## src/rtl/mem_arbiter_rr_if.sv

```systemverilog
// mem_arbiter_rr_if: requester-side and memory-side bus of the shared memory-port arbiter
interface mem_arbiter_rr_if #(
    parameter int NUM_REQ = 2,
    parameter int ADDR_W  = 32,
    parameter int LINE_W  = 128
);
    logic [NUM_REQ-1:0]        req_valid;
    logic [NUM_REQ-1:0]        req_we;
    logic [NUM_REQ*ADDR_W-1:0] req_addr;
    logic [NUM_REQ*LINE_W-1:0] req_data;
    logic [NUM_REQ-1:0]        grant;
    logic [NUM_REQ-1:0]        resp_valid;
    logic [NUM_REQ-1:0]        resp_err;
    logic [LINE_W-1:0]         resp_data;
    logic                      mem_req_valid;
    logic                      mem_req_we;
    logic [ADDR_W-1:0]         mem_req_addr;
    logic [LINE_W-1:0]         mem_req_data;
    logic                      mem_resp_valid;
    logic [LINE_W-1:0]         mem_resp_data;

    modport slave (
        input  req_valid, req_we, req_addr, req_data, mem_resp_valid, mem_resp_data,
        output grant, resp_valid, resp_err, resp_data,
               mem_req_valid, mem_req_we, mem_req_addr, mem_req_data
    );

    modport master (
        output req_valid, req_we, req_addr, req_data, mem_resp_valid, mem_resp_data,
        input  grant, resp_valid, resp_err, resp_data,
               mem_req_valid, mem_req_we, mem_req_addr, mem_req_data
    );
endinterface

```

## src/rtl/mem_arbiter_rr.sv

```systemverilog
// mem_arbiter_rr: N-way fixed/round-robin arbiter for one shared memory port, one transaction in flight
module mem_arbiter_rr #(
    parameter int NUM_REQ = 2,
    parameter int ADDR_W  = 32,
    parameter int LINE_W  = 128,
    parameter int RR_MODE = 1,
    parameter int TIMEOUT = 64
) (
    input  logic            clk,
    input  logic            rst_n,
    mem_arbiter_rr_if.slave bus,
    output logic            timeout_flag
);
    localparam int IW = NUM_REQ > 1 ? $clog2(NUM_REQ) : 1;
    localparam int CW = TIMEOUT > 0 ? $clog2(TIMEOUT + 1) : 1;
    localparam logic [CW-1:0] WD_LAST = CW'(TIMEOUT > 0 ? TIMEOUT - 1 : 0);

    typedef enum logic [1:0] {IDLE, ISSUE, WAIT} state_t;

    state_t        state;
    logic [IW-1:0] owner;
    logic [IW-1:0] rr_ptr;
    logic [IW-1:0] win;
    logic [CW-1:0] wd_cnt;
    logic          done;
    logic          abort;

    // Reverse scan so the last hit is the first requester at or after base.
    function automatic logic [IW-1:0] pick(input logic [NUM_REQ-1:0] req, input logic [IW-1:0] base);
        logic [IW-1:0] w;
        w = '0;
        for (int k = NUM_REQ - 1; k >= 0; k--)
            if (req[(int'(base) + k) % NUM_REQ]) w = IW'((int'(base) + k) % NUM_REQ);
        return w;
    endfunction

    assign win   = pick(bus.req_valid, RR_MODE != 0 ? rr_ptr : '0);
    assign done  = state == WAIT && bus.mem_resp_valid;
    assign abort = state == WAIT && !bus.mem_resp_valid && TIMEOUT != 0 && wd_cnt == WD_LAST;

    assign bus.resp_valid = done ? bus.grant : '0;
    assign bus.resp_err   = abort ? bus.grant : '0;
    assign bus.resp_data  = done ? bus.mem_resp_data : '0;

    always_ff @(posedge clk or negedge rst_n) begin
        if (!rst_n) begin
            state             <= IDLE;
            owner             <= '0;
            rr_ptr            <= '0;
            wd_cnt            <= '0;
            timeout_flag      <= 1'b0;
            bus.grant         <= '0;
            bus.mem_req_valid <= 1'b0;
            bus.mem_req_we    <= 1'b0;
            bus.mem_req_addr  <= '0;
            bus.mem_req_data  <= '0;
        end else begin
            bus.mem_req_valid <= 1'b0;
            case (state)
                IDLE: if (|bus.req_valid) begin
                    state             <= ISSUE;
                    owner             <= win;
                    bus.grant         <= NUM_REQ'(1) << win;
                    bus.mem_req_valid <= 1'b1;
                    bus.mem_req_we    <= bus.req_we[win];
                    bus.mem_req_addr  <= bus.req_addr[int'(win) * ADDR_W +: ADDR_W];
                    bus.mem_req_data  <= bus.req_data[int'(win) * LINE_W +: LINE_W];
                end
                ISSUE: begin
                    state  <= WAIT;
                    wd_cnt <= '0;
                end
                default: if (done || abort) begin
                    state     <= IDLE;
                    bus.grant <= '0;
                    rr_ptr    <= IW'((int'(owner) + 1) % NUM_REQ);
                    if (abort) timeout_flag <= 1'b1;
                end else if (wd_cnt != '1) begin
                    wd_cnt <= wd_cnt + CW'(1);
                end
            endcase
        end
    end
endmodule

```

## src/flat_wrapper.sv

```systemverilog
// flat-port wrapper written by rule: the top's interface ports become plain ports
module mem_arbiter_rr_flat 
#(
    parameter int NUM_REQ = 2,
    parameter int ADDR_W  = 32,
    parameter int LINE_W  = 128,
    parameter int RR_MODE = 1,
    parameter int TIMEOUT = 64
)
  (clk, rst_n, timeout_flag, bus_req_valid, bus_req_we, bus_req_addr, bus_req_data, bus_mem_resp_valid, bus_mem_resp_data, bus_grant, bus_resp_valid, bus_resp_err, bus_resp_data, bus_mem_req_valid, bus_mem_req_we, bus_mem_req_addr, bus_mem_req_data);
  mem_arbiter_rr_if #(.NUM_REQ(NUM_REQ), .ADDR_W(ADDR_W), .LINE_W(LINE_W)) bus_i ();
  input  logic clk;
  input  logic rst_n;
  output logic timeout_flag;
  input wire logic [$bits(bus_i.req_valid)-1:0] bus_req_valid;
  input wire logic [$bits(bus_i.req_we)-1:0] bus_req_we;
  input wire logic [$bits(bus_i.req_addr)-1:0] bus_req_addr;
  input wire logic [$bits(bus_i.req_data)-1:0] bus_req_data;
  input wire logic [$bits(bus_i.mem_resp_valid)-1:0] bus_mem_resp_valid;
  input wire logic [$bits(bus_i.mem_resp_data)-1:0] bus_mem_resp_data;
  output wire logic [$bits(bus_i.grant)-1:0] bus_grant;
  output wire logic [$bits(bus_i.resp_valid)-1:0] bus_resp_valid;
  output wire logic [$bits(bus_i.resp_err)-1:0] bus_resp_err;
  output wire logic [$bits(bus_i.resp_data)-1:0] bus_resp_data;
  output wire logic [$bits(bus_i.mem_req_valid)-1:0] bus_mem_req_valid;
  output wire logic [$bits(bus_i.mem_req_we)-1:0] bus_mem_req_we;
  output wire logic [$bits(bus_i.mem_req_addr)-1:0] bus_mem_req_addr;
  output wire logic [$bits(bus_i.mem_req_data)-1:0] bus_mem_req_data;
  assign bus_i.req_valid = bus_req_valid;
  assign bus_i.req_we = bus_req_we;
  assign bus_i.req_addr = bus_req_addr;
  assign bus_i.req_data = bus_req_data;
  assign bus_i.mem_resp_valid = bus_mem_resp_valid;
  assign bus_i.mem_resp_data = bus_mem_resp_data;
  assign bus_grant = bus_i.grant;
  assign bus_resp_valid = bus_i.resp_valid;
  assign bus_resp_err = bus_i.resp_err;
  assign bus_resp_data = bus_i.resp_data;
  assign bus_mem_req_valid = bus_i.mem_req_valid;
  assign bus_mem_req_we = bus_i.mem_req_we;
  assign bus_mem_req_addr = bus_i.mem_req_addr;
  assign bus_mem_req_data = bus_i.mem_req_data;
  mem_arbiter_rr #(.NUM_REQ(NUM_REQ), .ADDR_W(ADDR_W), .LINE_W(LINE_W), .RR_MODE(RR_MODE), .TIMEOUT(TIMEOUT)) u_core (.clk(clk), .rst_n(rst_n), .bus(bus_i), .timeout_flag(timeout_flag));
endmodule
```

## config.mk

```make
export PLATFORM = sky130hd
export DESIGN_NAME = mem_arbiter_rr_flat
export DESIGN_NICKNAME = d
export VERILOG_FILES = /design/src/rtl/mem_arbiter_rr_if.sv /design/src/rtl/mem_arbiter_rr.sv /design/src/flat_wrapper.sv
export SDC_FILE = /design/constraint.sdc
export NUM_CORES = 1
export LEC_CHECK = 0
export BUFFER_PORTS_ARGS = -buffer_cell sky130_fd_sc_hd__buf_4
export CAP_MARGIN = 20
export CORE_AREA = 2 2 293 295
export DETAILED_ROUTE_END_ITERATION = 10
export DIE_AREA = 0 0 295 297
export GPL_TIMING_DRIVEN = 0
export HOLD_SLACK_MARGIN = 0.1
export PLACE_DENSITY = 0.38
export SLEW_MARGIN = 0
export SYNTH_ARGS = -nofsm -noshare
export SYNTH_HDL_FRONTEND = slang
export SYNTH_SLANG_ARGS = --single-unit
```

## constraint.sdc

```tcl
create_clock -name clk -period 3 [get_ports clk]
set_input_delay 0.6 -clock clk [delete_from_list [all_inputs] [get_ports clk]]
set_output_delay 0.6 -clock clk [all_outputs]
set_load 0.05 [all_outputs]
```

After elaboration in Yosys (flattened, before gate mapping)

Index checks and enable logic that the tools add are counted.

$lt $le $gt $ge: 3
Add/sub/neg operators: 3
Eq/ne operators: 6
Bitwise logic cells: 4
Reduce and logical (&&, ||, !) cells: 17
Mux-type cells: 22
Shift operators: 3

Operator list:

| cell                | count |
|---|---|
| $shiftx 256x9->128  | 1 |
| $mux 128            | 1 |
| $shiftx 64x7->32    | 1 |
| $mux 7              | 2 |
| $pmux 7 s2          | 1 |
| $mux 1              | 11 |
| $mux 2              | 5 |
| $reduce_and 3->1    | 3 |
| $pmux 2 s2          | 2 |
| $add 7x1->7 const B | 1 |
| $eq 7x6->1 const B  | 1 |
| $ne 7x7->1 const B  | 1 |
| $reduce_and 2->1    | 3 |
| $lt 1x2->1 const B  | 2 |
| $reduce_bool 2->1   | 2 |
| $reduce_or 2->1     | 2 |
| $logic_and 1x1->1   | 3 |
| $lt 2x3->1 const B  | 1 |
| $not 1->1           | 3 |
| $reduce_bool 3->1   | 1 |
| $add 1x1->1 const B | 2 |
| $eq 2x1->1 const B  | 1 |
| $eq 2x2->1 const B  | 1 |
| $logic_not 2->1     | 1 |
| 6 further kinds     | 6 |

Register bits after elaboration: 176

Depth between registers and ports, before layout

Word-level depth: 10
Depth in mapped cells: 7

Worst setup path before layout

No wires, ideal clock.

Path type: input port to output port
Start: input port bus_mem_resp_valid
End: output port bus_resp_data[100]
Arrival: 1.551 ns
Path buffers: 2
Path slack: 0.849 ns
Required time: 2.400 ns
Stages on the path: 4
Cells stage by stage: and3_1 buf_2 clkbuf_2 and2_1

Word-level cells in the longest chain between the ends: 2

RTL lines:

| element           | line                 | text |
|---|---|---|
| from (decl)       | flat_wrapper.sv:19   | `input wire logic [$bits(bus_i.mem_resp_valid)-1:0] bus_mem_resp_valid;` |
| $logic_and 1x1->1 | mem_arbiter_rr.sv:38 | `assign done = state == WAIT && bus.mem_resp_valid;` |
| $mux 128          | mem_arbiter_rr.sv:43 | `assign bus.resp_data = done ? bus.mem_resp_data : '0;` |
| to (decl)         | flat_wrapper.sv:24   | `output wire logic [$bits(bus_i.resp_data)-1:0] bus_resp_data;` |

No other way between the ends.

Worst setup path in the final report

Start: register u_core.state[0]
End: output port bus_resp_data[121]

Word-level cells in the longest chain between the ends: 3

RTL lines:

| element                | line                 | text |
|---|---|---|
| from (decl)            | mem_arbiter_rr.sv:20 | `state_t state;` |
| from (signal assigned) | mem_arbiter_rr.sv:47 | `state <= IDLE;` |
| from (signal assigned) | mem_arbiter_rr.sv:61 | `state <= ISSUE;` |
| from (signal assigned) | mem_arbiter_rr.sv:70 | `state <= WAIT;` |
| $eq 2x2->1             | mem_arbiter_rr.sv:38 |  |
| $logic_and 1x1->1      | mem_arbiter_rr.sv:38 |  |
| $mux 128               | mem_arbiter_rr.sv:43 |  |

No other way between the ends.

==> out/metrics.cfg <==
[run_status]
status=completed

[finish]
final_common_cell=buf_4
fillCellCount=9413
syn2layout_area_growth_pct=84.1
regArea_mm2=0.00440
layout.nets=2147
multiInputGateArea_mm2=0.00421
final_area_mm2=0.0170
drive_gt1_share_pct=49.6
final_cell_mix=buf_4 (751), dfrtp_1 (176), nand2_1 (171), mux2i_1 (166), o21ai_1 (155)

[floorplan]
die_h_um=297
die_w_um=295
ios=752
placementRows=107
die-area_mm2=0.0876
coreArea_mm2=0.0845
start_util_pct=10.9

[synthesis]
synthFlopType=dfrtp_1
synthCells=919
ys_seq_elements=176
avgSynthCellArea_um2=10.1
synthSimpleGateAreaFrac_pct=17.0
synth_seq_area_share_pct=47.7
yosys.area.top_type=dfrtp_1
async_flop_share_pct=100
synth_top_family_by_area=multiplexers
synth_top_area_share_pct=47.7
synth_cell_type_count=35
synth_mux_area_share_pct=18.0
ys_warn_count=0
yosys-top-cells-area=dfrtp_1 (48%), mux2i_1 (18%), and2_1 (9.0%)
netlist_area_mm2=0.00924
synth-edff-count=0
synth_adder_area_share_pct=0.135
synth_xor_area_share_pct=0
synth_nets=1375
synth_compound_area_share_pct=10.4

[drt]
finalWirelength_um=65400
avgRoutedWirePerCell_um=22.9
first_iter_violations=369
vias=9896
dr.pass1.iters=6
drcViolationCount=0
ant_nets=0
viasPerCell=3.46

[placed_design]
io_buffer_count=751
place_area_mm2=0.0163
hpwl_um=56000
globalplace.congestion=0.880

[timing]
slew_violations=0
clock_skew_ns=0.0243
tightest_slew_ns=0.756
period_share_pct=93.9
max_slew_margin_pct=49.6
finalSetupViolations=0
hold_viol_final=0
rsz0062_at_grt=false
period_needed_ns=2.82
max_freq_ghz=0.355

[cts]
cts_root_buffer=clkbuf_16
cts_buffers=17
cts_buffer_depth=2
cts_sinks=176
clock_latency_ns=0.49
htreeDepth=4
clk_pin_slew_ns=0.10
post-cts-setup-buffers=0
cts_tree=done

[critical_path]
startpoint_type=flop
crit_fanout=10
critical_path_buf_inv_count=4
cp_top_family=buffers and inverters
critical_path.cell_chain=inv_1 > and3_1 > buf_6 > clkbuf_2 > and2_1 > buf_4
cp_slowest_cell=dfrtp_1
critical_path_class=flop to output pin
required_ns=2.40
endpoint_kind=output pin
max_stage_delay_ns=0.44
critPathArrivalTime_ns=2.22

[min_path]
holdCritPathClass=input pin to flop

[pwr]
vdd.ir_drop.worst_uv=388
power.total_mw=17.8
p_leak_nw=8.78
powerDensity_mw_per_mm2=1050

[job]
drv_cap=0

[global_routing]
grt.overflow.total=0
antenna_found_initial=21
grt_pass1_vias=10700
grt_max_degree=98
grt_first_pass_wirelength_um=87300
grtUsageTotal_pct=14.6

## area by class of cell
class	instances	share of cell area (%)
Multi-Input combinational cell	669	24.8
Clock inverter	15	1.13
Antenna cell	9	0.132
Clock buffer	17	2.50
Buffer	69	3.63
Tap cell	1144	8.42
Timing Repair Buffer	753	33.4
Inverter	5	0.110
Sequential cell	176	25.9
## worst min-delay path, stage by stage
cell and delay, ns:
buf_4 0.08, mux2i_1 0.05, o21ai_1 0.11
## timing repair
item                       CTS  global route
resized for setup            3             1
hold endpoints to repair    11             0
setup endpoints to repair   78             1
hold buffers                 1             0
## metal layers
metal	track usage, %	routed length (um)
met5	0	82
met4	7.01	1930
met1	13.5	21000
met3	5.54	5920
met2	27.7	36400
## power by group
part	total, mW	switching (mW)	internal [mW]
Clock	2.41	1.28	1.14
Sequential	4.16	0.682	3.48
Combinational	11.3	7.91	3.36
Total	17.8	9.87	7.97
## cells by family (layout without fill, tap and decap cells)
group                      after synthesis  in the layout
muxes                                  166            166
and+or+nand+nor                        321            321
adders and majority gates                1              1
DFF                                    176            176
buffers and inverters                   74            859
other                                    0              9
AOI/OAI and AO/OA                      181            181
## Yosys cell counts, types with 2 or more instances
cell type,number
nor2_1,5
buf_6,3
and2_1,133
mux2i_1,166
clkbuf_1,17
nand3_1,3
o211ai_1,3
nand2_1,171
buf_2,17
inv_1,4
and3_1,3
dfrtp_1,176
a21oi_1,3
clkbuf_2,13
o21ai_0,7
buf_12,17
and4_1,2
o21ai_1,155
o21ai_2,5
## state kept, by name, summed over array words and instances, names as in the netlist, 2 cells and up
signal,cells
u_core.state,2
u_core.wd_cnt,7
u_core.bus.grant,2
u_core.bus.mem_req_addr,32
u_core.bus.mem_req_data,128
## path summary, 6_finish.rpt
check | from | end | slack, ns | cells past startpoint
worst max-delay path | u_core.state[0]$_DFFE_PN0P_ | bus_resp_data[121] | 0.18 | 6
worst min-delay path | bus_req_addr[33] | u_core.bus.mem_req_addr[1]$_DFFE_PN0P_ | 0.37 | 3
worst max register to register | u_core.state[0]$_DFFE_PN0P_ | u_core.bus.mem_req_data[104]$_DFFE_PN0P_ | 1.06 | 7
worst min register to register | u_core.owner$_DFFE_PN0P_ | u_core.rr_ptr$_DFFE_PN0P_ | 0.48 | 1
max in group asynchronous | rst_n | u_core.bus.mem_req_data[28]$_DFFE_PN0P_ | 1.33 | 3
min in group asynchronous | rst_n | u_core.bus.mem_req_data[94]$_DFFE_PN0P_ | 0.66 | 2
## through the flow
step	utilization (%)	setup TNS, ns	setup WS (ns)	hold slack, ns	cells
2_1_floorplan	-	0	0.849	0.304	919
3_3_place_gp	19.3	-0.678	-0.0216	0.450	2814
3_5_place_dp	19.3	0	0.261	0.461	2815
4_1_cts	20.1	0	0.0484	0.319	2848
5_1_grt	20.1	0	0.00300	0.345	2854
6_report	20.1	0	0.183	0.375	2857
Note: power is estimated with default switching activity, not from simulation.
